--- src/rtl/nibble_packer_pkg.sv ---
// Shared types for the nibble packer: the packed nibble pair, the
// assembly FSM state encoding and a small pair-building helper.
package nibble_packer_pkg;

  // The first nibble of a pair (lo) occupies the upper half of the byte,
  // so {lo, hi} reads left-to-right in arrival order: 5 then a -> 8'h5a.
  typedef struct packed {
    bit [3:0] lo;
    bit [3:0] hi;
  } nib_pair_t;

  // Assembly FSM: waiting for the first (lo) or the second (hi) nibble.
  typedef enum logic [0:0] {
    WAIT_LO = 1'b0,
    WAIT_HI = 1'b1
  } pack_state_e;

  // Build a packed pair from the stored lo nibble and the arriving hi nibble.
  function automatic nib_pair_t make_pair(input logic [3:0] lo,
                                          input logic [3:0] hi);
    nib_pair_t p;
    p.lo = lo;
    p.hi = hi;
    return p;
  endfunction

endpackage : nibble_packer_pkg

--- src/rtl/nibble_packer_out_reg.sv ---
// One-entry valid/ready holding register for packed bytes. A new byte may
// be loaded whenever the slot is empty or is being emptied this cycle, so a
// delivery and a load in the same cycle keep the stream running at full rate.
module nibble_out_reg
  import nibble_packer_pkg::*;
(
  input  logic      clk,
  input  logic      rst,
  input  logic      load_i,
  input  nib_pair_t load_data_i,
  output logic      can_load_o,
  input  logic      out_ready_i,
  output logic      out_valid_o,
  output nib_pair_t out_data_o,
  output logic      deliver_o
);

  logic      valid_q, valid_d;
  nib_pair_t data_q, data_d;

  assign deliver_o   = valid_q && out_ready_i;
  assign can_load_o  = !valid_q || out_ready_i;
  assign out_valid_o = valid_q;
  assign out_data_o  = data_q;

  // Next-state: a load wins over a delivery; otherwise a delivery empties the slot.
  always_comb begin
    // NOTE: every combinational output gets a default first so no path leaves
    // it unassigned, which would otherwise infer a latch.
    valid_d = valid_q;
    data_d  = data_q;
    if (load_i) begin
      valid_d = 1'b1;
      data_d  = load_data_i;
    end else if (deliver_o) begin
      valid_d = 1'b0;
    end
  end

  // Register the slot; data is held untouched while the consumer stalls.
  always_ff @(posedge clk or posedge rst) begin
    if (rst) begin
      valid_q <= 1'b0;
      // NOTE: the data register is reset too, because out_data must read 8'h00
      // out of reset rather than whatever the flops power up with.
      data_q  <= '0;
    end else begin
      // NOTE: non-blocking assignments here so every flop samples the values
      // from before this edge, independent of statement order.
      valid_q <= valid_d;
      data_q  <= data_d;
    end
  end

endmodule : nibble_out_reg

--- src/rtl/nibble_packer.sv ---
// Nibble packer: assembles pairs of 4-bit nibbles into bytes {lo, hi},
// presents them through a one-entry output register with valid/ready
// handshaking and counts delivered bytes. flush drops a half-built pair.
module nibble_packer
  import nibble_packer_pkg::*;
#(
  parameter int unsigned CNT_W = 16
) (
  input  logic             clk,
  input  logic             rst,
  input  logic             in_valid,
  input  logic [3:0]       in_data,
  output logic             in_ready,
  input  logic             flush,
  output logic             out_valid,
  output logic [7:0]       out_data,
  input  logic             out_ready,
  output logic             partial,
  output logic [CNT_W-1:0] byte_count
);

  pack_state_e      state_q, state_d;
  logic [3:0]       lo_q, lo_d;
  logic [CNT_W-1:0] cnt_q, cnt_d;

  logic      accept;
  logic      load;
  logic      can_load;
  logic      deliver;
  nib_pair_t out_pair;

  // in_ready looks only at state, flush and output-slot occupancy, never at
  // in_valid, so the producer can wait on it without a combinational loop.
  assign in_ready = !flush && ((state_q == WAIT_LO) || can_load);
  assign accept   = in_valid && in_ready;
  assign load     = accept && (state_q == WAIT_HI);

  assign partial    = (state_q == WAIT_HI);
  assign out_data   = out_pair;
  assign byte_count = cnt_q;

  nibble_out_reg u_out_reg (
    .clk         (clk),
    .rst         (rst),
    .load_i      (load),
    .load_data_i (make_pair(lo_q, in_data)),
    .can_load_o  (can_load),
    .out_ready_i (out_ready),
    .out_valid_o (out_valid),
    .out_data_o  (out_pair),
    .deliver_o   (deliver)
  );

  // Assembly FSM and lo storage; flush overrides any accepted nibble.
  always_comb begin
    state_d = state_q;
    lo_d    = lo_q;
    if (flush) begin
      state_d = WAIT_LO;
      lo_d    = 4'h0;
    end else if (accept) begin
      if (state_q == WAIT_LO) begin
        lo_d    = in_data;
        state_d = WAIT_HI;
      end else begin
        state_d = WAIT_LO;
      end
    end
  end

  // Delivered-byte counter; wraps silently and ignores flush.
  always_comb begin
    cnt_d = cnt_q;
    if (deliver) begin
      cnt_d = cnt_q + CNT_W'(1);
    end
  end

  // State, stored lo nibble and counter registers.
  always_ff @(posedge clk or posedge rst) begin
    if (rst) begin
      state_q <= WAIT_LO;
      lo_q    <= 4'h0;
      cnt_q   <= '0;
    end else begin
      state_q <= state_d;
      lo_q    <= lo_d;
      cnt_q   <= cnt_d;
    end
  end

endmodule : nibble_packer
--- config.mk ---
export PLATFORM = sky130hd
export DESIGN_NAME = nibble_packer
export DESIGN_NICKNAME = d
export VERILOG_FILES = /design/src/rtl/nibble_packer_pkg.sv /design/src/rtl/nibble_packer_out_reg.sv /design/src/rtl/nibble_packer.sv
export SDC_FILE = /design/constraint.sdc
export NUM_CORES = 1
export LEC_CHECK = 0
export BUFFER_PORTS_ARGS = -buffer_cell sky130_fd_sc_hd__buf_2
export CORE_UTILIZATION = 54
export DETAILED_ROUTE_END_ITERATION = 10
export GPL_TIMING_DRIVEN = 0
export PLACE_DENSITY = 0.84
export SLEW_MARGIN = 20
export SYNTH_ARGS = -nofsm -noshare
export SYNTH_HDL_FRONTEND = slang
export SYNTH_HIERARCHICAL = 1
export SYNTH_SLANG_ARGS = --single-unit
--- constraint.sdc ---
create_clock -name clk -period 3 [get_ports clk]
set_input_delay 0.6 -clock clk [delete_from_list [all_inputs] [get_ports clk]]
set_output_delay 0.6 -clock clk [all_outputs]
set_load 0.1 [all_outputs]
==> out/qor.csv, run 1 <==
stage,metric,value,unit
sta,Worst Tran Pin Value,0.801,ns
worst_setup_path,Worst R2R Path Depth,5,
detailed_routing,First DRT Iteration DRCs,8,
synth,synthesized net count,109,
synth,share of the synthesized area in the top cell type,58.3,%
sta,Fin. Hold Viols,0,
worst_setup_path,reg2reg start,u_out_reg/out_valid_o,
sta,fin crit period,2.03,ns
clock_tree,Clock Latency Late Sink,0.31,ns
global_route,gr usage total,22.1,%
floorplanning,DIE AREA,2580,um^2
worst_setup_path,path type of the worst setup path,register to output port,
finish,ant diodes,0,
synth,Yosys top cell by area,dfrtp_1,
power,combinational share of power,40.9,%
detailed_routing,Pre-antenna DRT Iters,4,
sta,count of final setup violators,0,
worst_setup_path,critical path startpoint category,register,
floorplanning,Core Region,2230,um^2
worst_setup_path,Worst Path Max Fanout,3,
global_route,largest net degree at the start of global routing,22,
power,Pint,0.651,mW
detailed_routing,via count,866,
place,"worst slack, placed",0.980,ns
power,VDD IR max,0.676,mV
worst_setup_path,Worst R2R End,byte_count[15],
finish,fraction of layout cells with a size suffix above 1,40.7,%
detailed_routing,routed wire length,2.33,mm
floorplanning,Ports,36,
floorplanning,width of the die,50.8,um
sta,setup TNS,0,ns
clock_tree,clock sinks,30,
synth,"Distinct cells, synth",23,
worst_setup_path,Worst path max stage delay,0.43,ns
synth,"count leader, synth",dfrtp_1,
clock_tree,CTS max path bufs,2,
power,switching share of power,47.0,%
power,clock share of power,18.5,%
sta,fmax,0.492,GHz
synth,Async SR Flop Fraction,100,%
synth,synthesized area per cell,13.0,um^2
status,status,"complete, no violations",
floorplanning,starting density of the core,57.6,%
power,sw power,0.578,mW
power,Leakage,0.826,nW
synth,sequential area share after synthesis,58.3,%
worst_setup_path,Crit path required time,2.40,ns
place,post-DP HPWL,1.68,mm
detailed_routing,DR DRC count,0,
sta,RSZ-0062 raised after global routing,false,
place,gpl congestion,0.762,
finish,synthesis-to-finish area growth,20.6,%
floorplanning,Die H,50.8,um
detailed_routing,ANT nets after route,0,
synth,"Cell Area, Synth",1290,um^2
global_route,initial antenna violation count,0,
place,I/O Buffers,35,
synth,"EDFF count, synth",0,
synth,Ys Warns,6,
global_route,number of global-route vias before repair,845,
synth,Post-synth top cells,"dfrtp_1 (30), xnor2_1 (12), mux2_4 (8)",
clock_tree,post-CTS sizing,0,
sta,Max Slew Vio Count,0,
synth,Synth Flop Type,dfrtp_1,
worst_setup_path,Setup crit end kind,output port,
synth,Synth Instances,99,
sta,max_slew headroom,46.6,%
worst_setup_path,Reg2Reg Setup Slack,1.45,ns
worst_setup_path,crit path max-delay cell type,buf_2,
worst_hold_path,hold crit path type,primary input to asynchronous set/reset pin,
floorplanning,Std-Cell Rows,17,
sta,clock skew,0.00841,ns
clock_tree,Max H-tree Level,2,
global_route,total grt overflow,0,
global_route,first-pass GRT wire length,4.02,mm
clock_tree,CTS root buffer,clkbuf_4,
detailed_routing,post-detailed-route wirelength per cell,13.9,um
finish,nets@finish,151,
detailed_routing,Vias/cell,5.15,
sta,worst setup margin,0.969,ns
sta,period utilisation layout,67.7,%
synth,top post-synthesis cells by area,"dfrtp_1 (58%), mux2_4 (9.3%), xnor2_1 (8.2%), mux2i_1 (3.1%), nand4_1 (2.4%)",
worst_setup_path,crit path cell chain,nand2b_1 > inv_1 > a21oi_2 > buf_2,
clock_tree,CTS tree,yes,
clock_tree,TritonCTS buffer count,5,
finish,FILL cells,173,
power,sequential share of power,40.7,%
power,PwrDens,791,nW/um^2
clock_tree,hold buffers post-CTS,0,
run,MaxCap Viol Count,0,
clock_tree,Clock transition at path regs,0.09,ns
worst_setup_path,Worst EP arrival,1.43,ns
synth,#FFs+latches synth,30,
clock_tree,post-CTS setup buffers,0,
## per-stage QoR
step           utilization (%)  instances  hold WS (ns)  power (mW)  area (um^2)
5_1_grt                   69.5        168         0.253        1.28         1550
3_3_place_gp              67.2        162         0.455        1.00         1500
6_report                  69.5        168         0.245        1.23         1550
4_1_cts                   69.5        168         0.249        1.24         1550
3_5_place_dp              67.2        162         0.466        1.01         1500
2_1_floorplan                -         99         0.428       0.933         1290
## worst max path at each step
stage	cells past startpoint	slack, ns	start	to
2_1_floorplan	3	0.50	u_out_reg/out_valid_o	in_ready
3_3_place_gp	5	0.98	out_ready	in_ready
3_5_place_dp	5	0.98	out_ready	in_ready
4_1_cts	4	0.95	u_out_reg/out_valid_o	in_ready
5_1_grt	4	0.88	u_out_reg/out_valid_o	in_ready
6_report	4	0.97	u_out_reg/out_valid_o	in_ready
## power groups by stage
stage | clock (mW) | sequential, mW | combinational, mW
floorplan | 0 | 0.841 | 0.0913
global route | 0.254 | 0.508 | 0.520
detailed placement | 0 | 0.509 | 0.504
global placement | 0 | 0.504 | 0.499
finish | 0.227 | 0.500 | 0.502
CTS | 0.234 | 0.501 | 0.505
## registers in the layout, indices dropped and copies added, names as in the netlist
signal                 count
u_out_reg/out_data_o       8
lo_q                       4
byte_count                16
u_out_reg/out_valid_o      1
partial                    1
## critical path, delay by kind of cell (launching register included)
kind / cells / cell delay, ns
buffers and inverters: 2 / 0.50
AOI/OAI and AO/OA: 1 / 0.12
DFF: 1 / 0.40
and+or+nand+nor: 1 / 0.12
## final cells by class
class	instances	area, um^2	share of cell area (%)
Sequential cell	30	751	48.3
Timing Repair Buffer	35	175	11.3
Multi-Input combinational cell	63	510	32.9
Tap cell	28	35.0	2.26
Buffer	2	15.0	0.967
Clock buffer	6	51.3	3.30
Inverter	4	15.0	0.967
## per-layer routing
| metal | vias to the layer above | track usage [%] | share of wire (%) |
|---|---|---|---|
| li1 | 415 | - | - |
| met1 | 424 | 29.0 | 47 |
| met2 | 25 | 32.9 | 48 |
| met3 | 2 | 8.93 | 4.2 |
| met4 | 0 | 8.33 | 0.69 |
| met5 | - | 0 | 0 |
## cell families (layout without fill, tap and decap cells)
logic type	after synthesis	count (layout)	share of synthesized area [%]
AOI/OAI and AO/OA	2	2	0.777
and+or+nand+nor	32	32	14.1
buffers and inverters	6	47	2.33
muxes	13	13	13.3
xor gates and xnor gates	15	15	10.2
adders and majority gates	1	1	0.972
DFF	30	30	58.3
## cells in the final DEF, fill, tap and decap left out, types with 2 or more instances in the layout
master,instances
and4_4,2
buf_2,35
clkbuf_4,5
dfrtp_1,30
inv_1,4
mux2_4,8
mux2i_1,4
nand2_1,5
nand3_1,6
nand4_1,5
nor2_1,7
xnor2_1,12
xor2_1,3
Note: power is estimated with default switching activity, not from simulation.
==> run 2: changes to the inputs <==
--- a/config.mk
+++ b/config.mk
@@ -6,10 +6,10 @@
 export NUM_CORES = 1
 export LEC_CHECK = 0
 export BUFFER_PORTS_ARGS = -buffer_cell sky130_fd_sc_hd__buf_2
-export CORE_UTILIZATION = 54
+export CORE_UTILIZATION = 50
 export DETAILED_ROUTE_END_ITERATION = 10
 export GPL_TIMING_DRIVEN = 0
-export PLACE_DENSITY = 0.84
+export PLACE_DENSITY = 0.79
 export SLEW_MARGIN = 20
 export SYNTH_ARGS = -nofsm -noshare
 export SYNTH_HDL_FRONTEND = slang
==> constraint.sdc (replaced) <==
create_clock -name clk -period 1.9 [get_ports clk]
set_input_delay 0.38 -clock clk [delete_from_list [all_inputs] [get_ports clk]]
set_output_delay 0.38 -clock clk [all_outputs]
set_load 0.1 [all_outputs]
==> out/qor.csv, run 2 (synthesized netlist as in run 1, its figures left out) <==
stage,metric,value,unit,change
status,status,"complete, no violations",,
finish,Register Area,763,um^2,+1.7%
clock_tree,CTS max path bufs,2,,unchanged
floorplanning,starting density of the core,52.4,%,-5.2 points
detailed_routing,DR DRC count,0,,unchanged
finish,ant diodes,0,,unchanged
sta,clock skew,0.00964,ns,+0.00123 ns
finish,fraction of layout cells with a size suffix above 1,47.9,%,+7.2 points
floorplanning,Std-Cell Rows,18,,+1
global_route,total grt overflow,0,,unchanged
worst_setup_path,Setup crit end kind,output port,,
sta,period utilisation layout,93.0,%,
global_route,largest net degree at the start of global routing,22,,unchanged
global_route,first-pass GRT wire length,3.78,mm,-5.8%
detailed_routing,post-detailed-route wirelength per cell,13.4,um,-3.3%
clock_tree,Clock Latency Late Sink,0.32,ns,about the same
sta,Fin. Hold Viols,0,,unchanged
sta,fmax,0.566,GHz,
run,MaxCap Viol Count,0,,unchanged
worst_hold_path,hold crit path type,primary input to asynchronous set/reset pin,,
finish,max reg flops,16,,unchanged
clock_tree,CTS tree,yes,,
floorplanning,Die H,52.7,um,+3.8%
finish,nets@finish,151,,unchanged
worst_setup_path,critical path startpoint category,register,,
floorplanning,Core Region,2450,um^2,+9.9%
worst_setup_path,path type of the worst setup path,register to output port,,
sta,max_slew headroom,48.8,%,+2.2 points
finish,most frequent cells in the layout,"buf_2 (34), dfrtp_1 (20), xnor2_1 (12)",,
global_route,initial antenna violation count,0,,unchanged
place,post-DP HPWL,1.75,mm,+3.9%
worst_setup_path,crit path max-delay cell type,dfrtp_2,,
clock_tree,Max H-tree Level,2,,unchanged
clock_tree,Clock transition at path regs,0.10,ns,about the same
clock_tree,hold buffers post-CTS,0,,unchanged
worst_setup_path,Worst EP arrival,1.39,ns,-0.04 ns
detailed_routing,via count,867,,+0.12%
sta,count of final setup violators,0,,unchanged
worst_setup_path,crit path cell chain,nand2b_1 > inv_1 > a21oi_4 > clkbuf_4,,
floorplanning,width of the die,52.7,um,+3.8%
worst_setup_path,Worst Path Max Fanout,3,,unchanged
clock_tree,TritonCTS buffer count,5,,unchanged
finish,post-layout util,64.6,%,-4.9 points
clock_tree,CTS root buffer,clkbuf_4,,
detailed_routing,ANT nets after route,0,,unchanged
clock_tree,clock sinks,30,,unchanged
global_route,gr usage total,19.8,%,-2.3 points
sta,setup TNS,0,ns,unchanged
power,PwrDens,1250,nW/um^2,+58%
sta,RSZ-0062 raised after global routing,false,,
floorplanning,Ports,36,,unchanged
power,VDD IR max,1.08,mV,+60%
worst_setup_path,Crit path required time,1.52,ns,-0.88 ns
place,gpl congestion,0.718,,-5.7%
place,I/O Buffers,35,,unchanged
finish,FILL cells,201,,+16%
sta,Max Slew Vio Count,0,,unchanged
worst_setup_path,Bufs and invs on worst path,2,,unchanged
sta,Worst Tran Pin Value,0.767,ns,-0.0332 ns
finish,synthesis-to-finish area growth,23.2,%,
detailed_routing,First DRT Iteration DRCs,4,,-4
floorplanning,DIE AREA,2780,um^2,+7.7%
detailed_routing,routed wire length,2.31,mm,-1.0%
worst_setup_path,Top delay family on crit path,buffers and inverters,,
finish,"commonest non-fill, non-tap cell in the layout",buf_2,,
detailed_routing,Vias/cell,5.04,,-2.2%
worst_setup_path,Worst path max stage delay,0.41,ns,-0.02 ns
global_route,number of global-route vias before repair,836,,-1.1%
sta,fin crit period,1.77,ns,
finish,multi-input logic area,518,um^2,+1.5%
power,Leakage,0.818,nW,-0.95%
detailed_routing,Pre-antenna DRT Iters,4,,unchanged
## run 2: worst register-to-register path, stage by stage (launching register included)
cell	delay [ns]
dfrtp_2	0.37
and2_1	0.25
and4_4	0.27
nand3_1	0.16
nor3_2	0.24
xor2_1	0.16
## run 2: worst paths after layout
kind / startpoint / endpoint / slack (ns) / cells after the start
worst max-delay path: u_out_reg/out_valid_o / in_ready / 0.13 / 4
worst min-delay path: rst / u_out_reg/out_data_o[3] / 0.01 / 2
worst max register to register: u_out_reg/out_valid_o / byte_count[12] / 0.37 / 5
worst min register to register: byte_count[15] / byte_count[15] / 0.47 / 1
max in group asynchronous: rst / byte_count[0] / 1.17 / 2
min in group clk: in_data[0] / u_out_reg/out_data_o[0] / 0.31 / 2
## run 2: layout make-up
class	instances	share of cell area [%]
plain buffers	2	0.946
clock buffers	7	3.47
clock inverters	1	0.315
inverters	4	0.946
multi-input cells	63	32.6
flip-flops and latches	30	48.1
well taps	30	2.37
repair buffers	35	11.2
## run 2: repair_timing
action / in CTS / in global routing
buffers inserted: 0 / 0
endpoints found under the hold margin: 0 / 0
gates resized for setup: 0 / 1
endpoints found under the setup margin: 0 / 1
## run 2: power breakdown
| group | switching, mW | leakage (nW) | total (mW) | internal (mW) |
|---|---|---|---|---|
| clock | 0.204 | 0.0353 | 0.383 | 0.179 |
| combinational | 0.646 | 0.397 | 0.794 | 0.148 |
| sequential | 0.0794 | 0.386 | 0.802 | 0.722 |
| total | 0.930 | 0.818 | 1.98 | 1.05 |
## run 2: routing by layer
metal	up-vias	share of wire (%)	global-route usage [%]
li1	419	-	-
met1	427	46	25.3
met2	21	49	31.4
met3	0	4.7	7.25
met4	0	0	5.26
met5	-	0	0
## run 2: stage by stage
step | hold slack, ns | total power [mW] | worst slack [ns] | std cells | instance area (um^2)
2_1_floorplan | 0.208 | 1.48 | 0.00356 | 99 | 1310
3_3_place_gp | 0.363 | 1.59 | 0.286 | 164 | 1520
3_5_place_dp | 0.372 | 1.61 | 0.266 | 164 | 1520
4_1_cts | 0.0176 | 1.99 | 0.0179 | 172 | 1580
5_1_grt | 0.0239 | 2.06 | 0.0188 | 172 | 1590
6_report | 0.0146 | 1.98 | 0.132 | 172 | 1590
==> run 3: changes to the inputs <==
--- a/config.mk
+++ b/config.mk
@@ -5,11 +5,12 @@
 export SDC_FILE = /design/constraint.sdc
 export NUM_CORES = 1
 export LEC_CHECK = 0
+export ABC_AREA = 1
 export BUFFER_PORTS_ARGS = -buffer_cell sky130_fd_sc_hd__buf_2
-export CORE_UTILIZATION = 50
+export CORE_UTILIZATION = 52
 export DETAILED_ROUTE_END_ITERATION = 10
 export GPL_TIMING_DRIVEN = 0
-export PLACE_DENSITY = 0.79
+export PLACE_DENSITY = 0.8
 export SLEW_MARGIN = 20
 export SYNTH_ARGS = -nofsm -noshare
 export SYNTH_HDL_FRONTEND = slang
==> out/qor.csv, run 3 <==
stage,metric,value,unit,change
status,status,"complete, no violations",,
synth,share of the synthesized area in the top cell type,51.9,%,-6.4 points
sta,worst setup margin,0.143,ns,+0.0105 ns
synth,#FFs+latches synth,30,,unchanged
clock_tree,Max H-tree Level,2,,unchanged
detailed_routing,routed wire length,2.93,mm,+27%
worst_setup_path,Crit path required time,1.52,ns,about the same
finish,Register Area,761,um^2,-0.33%
clock_tree,hold buffers post-CTS,0,,unchanged
global_route,gr usage total,23.1,%,+3.4 points
synth,synthesized net count,185,,+70%
floorplanning,DIE AREA,3000,um^2,+7.7%
place,I/O Buffers,35,,unchanged
worst_setup_path,critical path startpoint category,register,,
global_route,number of global-route vias before repair,1074,,+28%
clock_tree,Clock transition at path regs,0.09,ns,about the same
clock_tree,post-CTS setup buffers,0,,unchanged
global_route,largest net degree at the start of global routing,22,,unchanged
finish,nets@finish,227,,+50%
floorplanning,starting density of the core,56.8,%,+4.4 points
clock_tree,Clock Latency Late Sink,0.32,ns,about the same
synth,xor/xnor cell area share of the yosys netlist,5.97,%,-4.2 points
worst_setup_path,path type of the worst setup path,register to output port,,
sta,max_slew headroom,47.0,%,-1.8 points
place,"worst slack, placed",0.349,ns,+0.0832 ns
sta,Fin. Hold Viols,0,,unchanged
synth,Ys Warns,6,,unchanged
clock_tree,CTS max path bufs,2,,unchanged
floorplanning,Ports,36,,unchanged
synth,"count leader, synth",nand2_1,,
detailed_routing,ANT nets after route,0,,unchanged
sta,period utilisation layout,92.5,%,-0.55 points
sta,fin crit period,1.76,ns,-0.0105 ns
finish,multi-input logic area,608,um^2,+17%
sta,minimum hold slack,0.00991,ns,-0.00473 ns
sta,Worst Tran Pin Value,0.794,ns,+0.0263 ns
worst_setup_path,Worst Path Max Fanout,3,,unchanged
global_route,first-pass GRT wire length,4.58,mm,+21%
detailed_routing,Pre-antenna DRT Iters,4,,unchanged
synth,top post-synthesis cells by area,"dfrtp_1 (52%), nand2_1 (17%), inv_1 (6.0%), nand3_1 (4.5%), xor2_1 (3.6%)",,
floorplanning,Die H,54.7,um,+3.8%
floorplanning,Std-Cell Rows,18,,unchanged
synth,largest family of logic cells by synthesized area,simple AND/OR/NAND/NOR gates,,
worst_setup_path,Setup crit end kind,output port,,
finish,"commonest non-fill, non-tap cell in the layout",nand2_1,,
finish,max reg flops,16,,unchanged
finish,fraction of layout cells with a size suffix above 1,28.9,%,-19 points
clock_tree,TritonCTS buffer count,5,,unchanged
worst_hold_path,hold crit path type,primary input to asynchronous set/reset pin,,
synth,"EDFF count, synth",0,,unchanged
finish,most frequent cells in the layout,"nand2_1 (66), buf_2 (34), dfrtp_1 (26)",,
synth,Adder-Cell Fraction of Synth Area,0.865,%,-0.11 points
floorplanning,width of the die,54.7,um,+3.8%
place,post-DP HPWL,2.30,mm,+32%
synth,"Cell Area, Synth",1450,um^2,+12%
detailed_routing,DR DRC count,0,,unchanged
finish,ant diodes,0,,unchanged
synth,post-synthesis mux area share,0,%,-13 points
synth,sequential area share after synthesis,51.9,%,-6.4 points
power,Leakage,1.03,nW,+26%
synth,Synth Instances,175,,+77%
synth,Synth Area in Compound Gates,1.04,%,+0.26 points
synth,Yosys top cell by area,dfrtp_1,,
finish,FILL cells,207,,+3.0%
global_route,total grt overflow,0,,unchanged
synth,"Distinct cells, synth",19,,-17%
detailed_routing,First DRT Iteration DRCs,30,,+26
clock_tree,clock sinks,30,,unchanged
sta,clock skew,0.00604,ns,-0.00360 ns
synth,Async SR Flop Fraction,100,%,unchanged
global_route,initial antenna violation count,0,,unchanged
power,PwrDens,1080,nW/um^2,-13%
sta,RSZ-0062 raised after global routing,false,,
synth,Synth Flop Type,dfrtp_1,,
worst_setup_path,Worst EP arrival,1.38,ns,about the same
floorplanning,Core Region,2540,um^2,+3.7%
place,gpl congestion,0.784,,+9.1%
detailed_routing,Vias/cell,4.92,,-2.5%
detailed_routing,post-detailed-route wirelength per cell,11.8,um,-12%
synth,simple-gate share of the synthesized area,32.4,%,+18 points
synth,Post-synth top cells,"nand2_1 (67), dfrtp_1 (30), inv_1 (23)",,
sta,Max Slew Vio Count,0,,unchanged
clock_tree,CTS root buffer,clkbuf_4,,
sta,fmax,0.569,GHz,+0.60%
run,MaxCap Viol Count,0,,unchanged
detailed_routing,via count,1219,,+41%
power,VDD IR max,1.14,mV,+5.4%
sta,count of final setup violators,0,,unchanged
clock_tree,CTS tree,yes,,
finish,synthesis-to-finish area growth,21.2,%,
synth,synthesized area per cell,8.27,um^2,-36%
## run 3: cell types whose count changed after synthesis, sizes merged, moves of 2 or more
cell	change
nor2	+11
nand3	+7
mux2	-9
a21oi	-2
xor2	+4
xnor2	-10
o21ai	+3
inv	+21
nand4	-2
and4	-2
nand2	+66
mux2i	-4
## run 3: report_power, final
group          total [mW]  internal [mW]  switching, mW
Clock               0.361          0.147          0.214
Combinational       0.740          0.105          0.635
Sequential          0.798          0.717         0.0805
Total                1.90          0.970          0.929
## run 3: cell families after synthesis
kind of cell | count (synthesis)
simple gates | 105
flops | 30
buf+inv | 27
xor+xnor | 9
compound gates | 3
fa+ha+maj | 1
## run 3: critical path, cell delays in order (launching register included)
cell and delay [ns]:
dfrtp_4 0.50, nand2_4 0.09, nor2_4 0.05, nor2_4 0.09, clkbuf_4 0.33
## run 3: layer usage
metal	track usage, %	vias up	wire (um)
met4	14.5	0	52
met5	0	-	0
met2	35.9	30	1430
met1	27.8	573	1330
met3	6.94	4	108
li1	-	612	-
## run 3: final cells by class
class | count | share of cell area, %
Sequential cell | 30 | 43.4
Multi-Input combinational cell | 118 | 34.7
Timing Repair Buffer | 35 | 10.1
Inverter | 25 | 5.78
Clock buffer | 8 | 2.78
Tap cell | 30 | 2.14
Buffer | 2 | 1.07
## run 3: path summary, 6_finish.rpt
| kind | end | from | slack [ns] | cells past startpoint |
|---|---|---|---|---|
| max | in_ready | u_out_reg/out_valid_o | 0.14 | 4 |
| min | u_out_reg/out_valid_o | rst | 0.01 | 2 |
| max reg2reg | byte_count[12] | u_out_reg/out_valid_o | 0.52 | 8 |
| min reg2reg | u_out_reg/out_data_o[7] | lo_q[3] | 0.48 | 2 |
| max in group asynchronous | partial | rst | 1.12 | 2 |
| min in group clk | lo_q[2] | in_data[2] | 0.27 | 3 |
## run 3: timing repair
action                                 in CTS  in global routing
endpoints found under the hold margin       0                  0
setup endpoints to repair                   0                  1
resized for setup                           0                  1
## run 3: through the flow
| stage | util [%] | total power [mW] | std cells | area, um^2 | setup TNS (ns) |
|---|---|---|---|---|---|
| after floorplan | - | 1.42 | 175 | 1490 | -0.509 |
| after global placement | 66.9 | 1.53 | 240 | 1700 | 0 |
| after detailed placement | 66.9 | 1.55 | 240 | 1700 | 0 |
| after CTS | 68.8 | 1.90 | 248 | 1750 | 0 |
| after global routing | 68.9 | 1.96 | 248 | 1750 | 0 |
| final | 68.9 | 1.90 | 248 | 1750 | 0 |
